File: config.mk
export PLATFORM = sky130hd
export DESIGN_NAME = fb_ddram_arbiter
export DESIGN_NICKNAME = d
export VERILOG_FILES = /design/src/rtl/fb_ddram_arbiter.sv
export SDC_FILE = /design/constraint.sdc
export NUM_CORES = 1
export LEC_CHECK = 0
export CAP_MARGIN = 0
export CORE_ASPECT_RATIO = 0.75
export CORE_MARGIN = 1
export CORE_UTILIZATION = 50
export DETAILED_ROUTE_END_ITERATION = 6
export HOLD_SLACK_MARGIN = 0.1
export PLACE_DENSITY_LB_ADDON = 0.3
export SLEW_MARGIN = 40
export SYNTH_ARGS = -nofsm -noshare
export SYNTH_HDL_FRONTEND = slang
export SYNTH_SLANG_ARGS = --single-unit
export TNS_END_PERCENT = 5
File: constraint.sdc
create_clock -name CLK_VIDEO -period 15.5 [get_ports CLK_VIDEO]
set_clock_uncertainty 0.1 [all_clocks]
set_input_delay 3.875 -clock CLK_VIDEO [delete_from_list [all_inputs] [get_ports CLK_VIDEO]]
set_output_delay 3.875 -clock CLK_VIDEO [all_outputs]
set_load 0.01 [all_outputs]
File: src/rtl/fb_ddram_arbiter.sv
// rtl/fb_ddram_arbiter.sv - DDRAM arbiter: FIFO-buffered posted writes (A) vs req/ack client (B)
// Optional FB_ARB_STATS_EN adds A_DROPS and MAX_LEVEL statistics outputs.
module fb_ddram_arbiter #(
  parameter int FIFO_DEPTH = 8,
  parameter int HIGH_WM    = 6
) (
  input  logic        CLK_VIDEO,
  input  logic        reset,
  input  logic        A_WE,
  input  logic [28:0] A_ADDR,
  input  logic [63:0] A_DIN,
  input  logic [7:0]  A_BE,
  output logic        A_FULL,
  output logic        A_OVF,
  input  logic        B_REQ,
  input  logic        B_WE,
  input  logic [28:0] B_ADDR,
  input  logic [63:0] B_DIN,
  input  logic [7:0]  B_BE,
  output logic [63:0] B_DOUT,
  output logic        B_ACK,
  input  logic        DDRAM_BUSY,
  output logic [7:0]  DDRAM_BURSTCNT,
  output logic [28:0] DDRAM_ADDR,
  output logic [63:0] DDRAM_DIN,
  output logic [7:0]  DDRAM_BE,
  output logic        DDRAM_WE,
  output logic        DDRAM_RD,
  input  logic [63:0] DDRAM_DOUT,
  input  logic        DDRAM_DOUT_READY
`ifdef FB_ARB_STATS_EN
  ,
  output logic [15:0] A_DROPS,
  output logic [5:0]  MAX_LEVEL
`endif
);

  localparam int AW = $clog2(FIFO_DEPTH);
  localparam int LW = AW + 1;
  localparam int EW = 29 + 8 + 64;

  typedef enum logic [2:0] {S_IDLE, S_WR_A, S_WR_B, S_RD_B, S_RD_WAIT} state_t;

  state_t         state_q, state_d;
  logic [EW-1:0]  mem_q [FIFO_DEPTH];
  logic [AW-1:0]  wr_ptr_q, rd_ptr_q;
  logic [LW-1:0]  lvl_q;
  logic           ovf_q;
  logic           we_q, we_d, rd_q, rd_d, ack_q, ack_d, rr_b_q, rr_b_d;
  logic [28:0]    addr_q, addr_d;
  logic [63:0]    din_q, din_d, dout_q, dout_d;
  logic [7:0]     be_q, be_d;
  logic           full, pop, push, drop, a_pend, b_pend, grant_a, grant_b;
  logic [EW-1:0]  head;

  assign full   = (lvl_q == LW'(FIFO_DEPTH));
  assign pop    = (state_q == S_WR_A) && !DDRAM_BUSY;
  assign push   = A_WE && (!full || pop);
  assign drop   = A_WE && full && !pop;
  assign head   = mem_q[rd_ptr_q];
  assign a_pend = (lvl_q != '0);
  // B_REQ is still high during the ack cycle; it must not look like a new request.
  assign b_pend = B_REQ && !ack_q;

  always_ff @(posedge CLK_VIDEO) begin
    if (push) mem_q[wr_ptr_q] <= {A_ADDR, A_BE, A_DIN};
  end

  always_ff @(posedge CLK_VIDEO) begin
    if (reset) begin
      wr_ptr_q <= '0;
      rd_ptr_q <= '0;
      lvl_q    <= '0;
      ovf_q    <= 1'b0;
    end else begin
      if (push) wr_ptr_q <= wr_ptr_q + AW'(1);
      if (pop)  rd_ptr_q <= rd_ptr_q + AW'(1);
      if (push && !pop)      lvl_q <= lvl_q + LW'(1);
      else if (pop && !push) lvl_q <= lvl_q - LW'(1);
      if (drop) ovf_q <= 1'b1;
    end
  end

  always_ff @(posedge CLK_VIDEO) begin
    if (reset) begin
      state_q <= S_IDLE;
      we_q    <= 1'b0;
      rd_q    <= 1'b0;
      ack_q   <= 1'b0;
      rr_b_q  <= 1'b1;
      addr_q  <= '0;
      din_q   <= '0;
      be_q    <= '0;
      dout_q  <= '0;
    end else begin
      state_q <= state_d;
      we_q    <= we_d;
      rd_q    <= rd_d;
      ack_q   <= ack_d;
      rr_b_q  <= rr_b_d;
      addr_q  <= addr_d;
      din_q   <= din_d;
      be_q    <= be_d;
      dout_q  <= dout_d;
    end
  end

  always_comb begin
    state_d = state_q;
    we_d    = we_q;
    rd_d    = rd_q;
    ack_d   = 1'b0;
    rr_b_d  = rr_b_q;
    addr_d  = addr_q;
    din_d   = din_q;
    be_d    = be_q;
    dout_d  = dout_q;
    grant_a = 1'b0;
    grant_b = 1'b0;
    case (state_q)
      S_IDLE: begin
        if (lvl_q >= LW'(HIGH_WM))   grant_a = 1'b1;
        else if (a_pend && b_pend) begin
          grant_a = rr_b_q;
          grant_b = !rr_b_q;
        end
        else if (a_pend)             grant_a = 1'b1;
        else if (b_pend)             grant_b = 1'b1;
        if (grant_a) begin
          {addr_d, be_d, din_d} = head;
          we_d    = 1'b1;
          state_d = S_WR_A;
        end else if (grant_b) begin
          addr_d = B_ADDR;
          din_d  = B_DIN;
          be_d   = B_BE;
          if (B_WE) begin
            we_d    = 1'b1;
            state_d = S_WR_B;
          end else begin
            rd_d    = 1'b1;
            state_d = S_RD_B;
          end
        end
      end
      S_WR_A: if (!DDRAM_BUSY) begin
        we_d    = 1'b0;
        rr_b_d  = 1'b0;
        state_d = S_IDLE;
      end
      S_WR_B: if (!DDRAM_BUSY) begin
        we_d    = 1'b0;
        ack_d   = 1'b1;
        rr_b_d  = 1'b1;
        state_d = S_IDLE;
      end
      S_RD_B: if (!DDRAM_BUSY) begin
        rd_d    = 1'b0;
        state_d = S_RD_WAIT;
      end
      S_RD_WAIT: if (DDRAM_DOUT_READY) begin
        dout_d  = DDRAM_DOUT;
        ack_d   = 1'b1;
        rr_b_d  = 1'b1;
        state_d = S_IDLE;
      end
      default: begin
        we_d    = 1'b0;
        rd_d    = 1'b0;
        state_d = S_IDLE;
      end
    endcase
  end

  assign A_FULL         = full;
  assign A_OVF          = ovf_q;
  assign B_ACK          = ack_q;
  assign B_DOUT         = dout_q;
  assign DDRAM_BURSTCNT = 8'd1;
  assign DDRAM_ADDR     = addr_q;
  assign DDRAM_DIN      = din_q;
  assign DDRAM_BE       = be_q;
  assign DDRAM_WE       = we_q;
  assign DDRAM_RD       = rd_q;

`ifdef FB_ARB_STATS_EN
  logic [15:0] drops_q;
  logic [5:0]  max_lvl_q;

  always_ff @(posedge CLK_VIDEO) begin
    if (reset) begin
      drops_q   <= '0;
      max_lvl_q <= '0;
    end else begin
      if (drop && (drops_q != 16'hFFFF)) drops_q <= drops_q + 16'd1;
      if (6'(lvl_q) > max_lvl_q) max_lvl_q <= 6'(lvl_q);
    end
  end

  assign A_DROPS   = drops_q;
  assign MAX_LEVEL = max_lvl_q;
`endif

endmodule

==> flow_summary.yaml <==
critical_path:
  r2r_setup_slack_ps: 11520
  path_max_fanout: 55
  startpoint: "DDRAM_BUSY"
  r2r_cells: 7
  slowest_stage: "buf_4"
  cp-endpoint: "mem_q[7][53]"
  crit_required_ps: 15650
  arrival_ps: 7360
  criticalPathCategory: "in -> reg"
  r2r_end: "mem_q[7][53]"
  slowest_delay_ps: 770
  path_cells: "clkdlybuf4s50_1 > nor4b_2 > o21ai_1 > inv_1 > nand2_1 > nor2_4 > buf_6 > buf_4"
  end_kind: "flip-flop"
  start_kind: "input pin"
  r2r_start: "state_q[0]"
route:
  dr_total_vias: 19500
  drc_errors: 0
  via_per_inst: 5.69
  post_drt_wl_per_cell_um: 24.2
  postRouteAntennaNets: 0
  drt-initial-drc-count: 1549
  routed_wl_um: 82900
  firstDrtPassIters: 5
global_routing:
  grt_max_degree: 86
  grt.total_usage: 0.220
  grt_first_pass_wirelength_um: 124000
  antenna_found_initial: 20
  grt_pass1_vias: 20300
  overflow: 0
floorplanning:
  ios: 451
  core_area_um2: 73600
  start_util: 0.507
  num_rows: 86
  fp.dieH_um: 239
  die_area_um2: 75700
  die_width_um: 317
logic_synthesis:
  synth_cell_types: 42
  synth_top_cell_by_area: "edfxtp_1"
  ys_warn_count: 0
  synth_area_leaders: "edfxtp_1 (65%), mux4_2 (12%), dfxtp_1 (10%)"
  yosysMostFrequentCell: "edfxtp_1"
  synth_edf_count: 808
  synth_cells: 1927
  synth_seq_cells: 994
  netlist_top_cells_count: "edfxtp_1 (808), mux4_2 (202), dfxtp_1 (186)"
  synth_top_cell_area_share: 0.651
  synth.avg_cell_area_um2: 19.4
  synthArstFlopShare: 0
  synth_top_flop_cell: "edfxtp_1"
  synth-seq-area-share: 0.750
  synth_area_um2: 37300
power:
  vdd_drop_max_mv: 0.0993
  power_density_nw_per_um2: 144
  leakage_nw: 14.5
place:
  place_ws_ps: 7310
  gp_congestion: 0.784
  post-place-cells: 3253
  dp_hpwl_um: 50100
  place.port_buffers: 442
sta:
  worstMarginPinSlew_ps: 833
  finalMaxSlewViolations: 0
  finalHoldViolations: 0
  min_period_ps: 7210
  setup_viol: 0
  setup_slack_ps: 8290
  maxSlewHeadroom: 0.444
  period_share: 0.465
  setup_tns_ps: 0
  grt_setup_unrepaired: "no"
  max_clock_freq_ghz: 0.139
  whs_ps: 353
cells_and_area:
  final_core_util: 0.626
  nFillCells: 5067
  area_growth_pct: 23.5
  nets: 2659
  final_cells: 3432
  drive_gt1_frac: 0.188
clock_tree:
  postCtsHoldBufs: 0
  clock_latency_ps: 650
  cts_made_buffers: 93
  cts.sinks: 994
  clkTransAtPathRegs_ps: 60
  tritoncts: "yes"
  postCtsResizedCells: 0
  cts.path.max_buffers: 3
  clockRootBuffer: "clkbuf_16"
  htree_num_levels: 3
  post-cts-setup-buffer-count: 0
job:
  drv_cap: 0
hold_path:
  hp-class: "reg -> reg"
outcome:
  outcome: "finished, final reports clean"
==> metrics by stage <==
step	cell area [µm²]	total power, W
2_1_floorplan	37300	0.00388
3_5_place_dp	42900	0.00435
5_1_grt	46100	0.00688
3_3_place_gp	42700	0.00430
6_report	46100	0.00663
4_1_cts	46000	0.00669
==> metal layers <==
| layer | global-route usage | part of all wire |
|---|---|---|
| met5 | 0 | 0.0022 |
| met4 | 0.0605 | 0.021 |
| met3 | 0.0590 | 0.068 |
| met2 | 0.344 | 0.48 |
| met1 | 0.308 | 0.43 |
==> cell usage in the layout (no fill, tap or decap), types with 7 or more instances in the layout <==
cell type | netlist | final
inv_1 | 8 | 8
and2_1 | 54 | 54
mux2_2 | 54 | 54
clkdlybuf4s50_1 | 0 | 441
clkbuf_8 | 0 | 7
conb_1 | 2 | 8
clkinv_2 | 0 | 12
dfxtp_1 | 186 | 183
buf_6 | 6 | 17
edfxtp_1 | 808 | 808
buf_4 | 12 | 13
nand2_1 | 136 | 136
clkinv_1 | 0 | 9
bufinv_16 | 0 | 13
a221o_1 | 101 | 101
nor2_1 | 20 | 16
mux4_2 | 202 | 202
mux2i_1 | 50 | 50
clkbuf_16 | 0 | 94
nor3_1 | 55 | 51
clkbuf_1 | 78 | 19
a21oi_1 | 72 | 71
==> where the power goes <==
group / internal [W] / switching [W]
registers: 0.00311 / 0.0000916
logic: 0.000528 / 0.000559
clock network: 0.00137 / 0.000970
==> registers in the layout, summed over array words and instances, names as in the netlist, 3 cells and up, named ones only <==
signal	cells
B_DOUT	64
rd_ptr_q	3
DDRAM_ADDR	29
mem_q	808
DDRAM_BE	8
wr_ptr_q	3
lvl_q	4
state_q	3
DDRAM_DIN	64
==> worst max-delay path, delay by kind of cell <==
| family | cells | cell delay (ps) |
|---|---|---|
| AND/OR/NAND/NOR | 3 | 980 |
| AO/OA/AOI/OAI | 1 | 360 |
| buffers and inverters | 4 | 2120 |
==> area by class of cell <==
cell class / count / area (µm²) / area share
Multi-Input combinational cell: 803 / 8790 / 0.191
Sequential cell: 994 / 28000 / 0.608
Inverter: 8 / 30.0 / 0.000652
Timing Repair Buffer: 480 / 4870 / 0.106
Clock buffer: 120 / 2520 / 0.0547
Clock inverter: 53 / 639 / 0.0139
Tap cell: 968 / 1210 / 0.0263
Antenna cell: 6 / 15.0 / 0.000326
==> worst min path at each step <==
| stage | startpoint | end | slack (ps) | cells past startpoint |
|---|---|---|---|---|
| 4_1_cts | B_DOUT[36] | B_DOUT[36] | 350 | 2 |
| 6_report | B_DOUT[37] | B_DOUT[37] | 350 | 2 |
| 3_3_place_gp | B_DOUT[48] | B_DOUT[48] | 340 | 2 |
| 2_1_floorplan | B_DOUT[0] | B_DOUT[0] | 380 | 2 |
| 5_1_grt | B_DOUT[22] | B_DOUT[22] | 370 | 2 |
| 3_5_place_dp | B_DOUT[36] | B_DOUT[36] | 350 | 2 |
==> cell families after synthesis <==
logic type,after synthesis,synth area share
compound gates,193,0.0415
xor+xnor,6,0.00141
fa+ha+maj,6,0.00221
mux,306,0.152
other cells,2,0.000201
flops,994,0.750
buf+inv,136,0.0168
simple gates,284,0.0358
(Power assumes the default switching activity.)
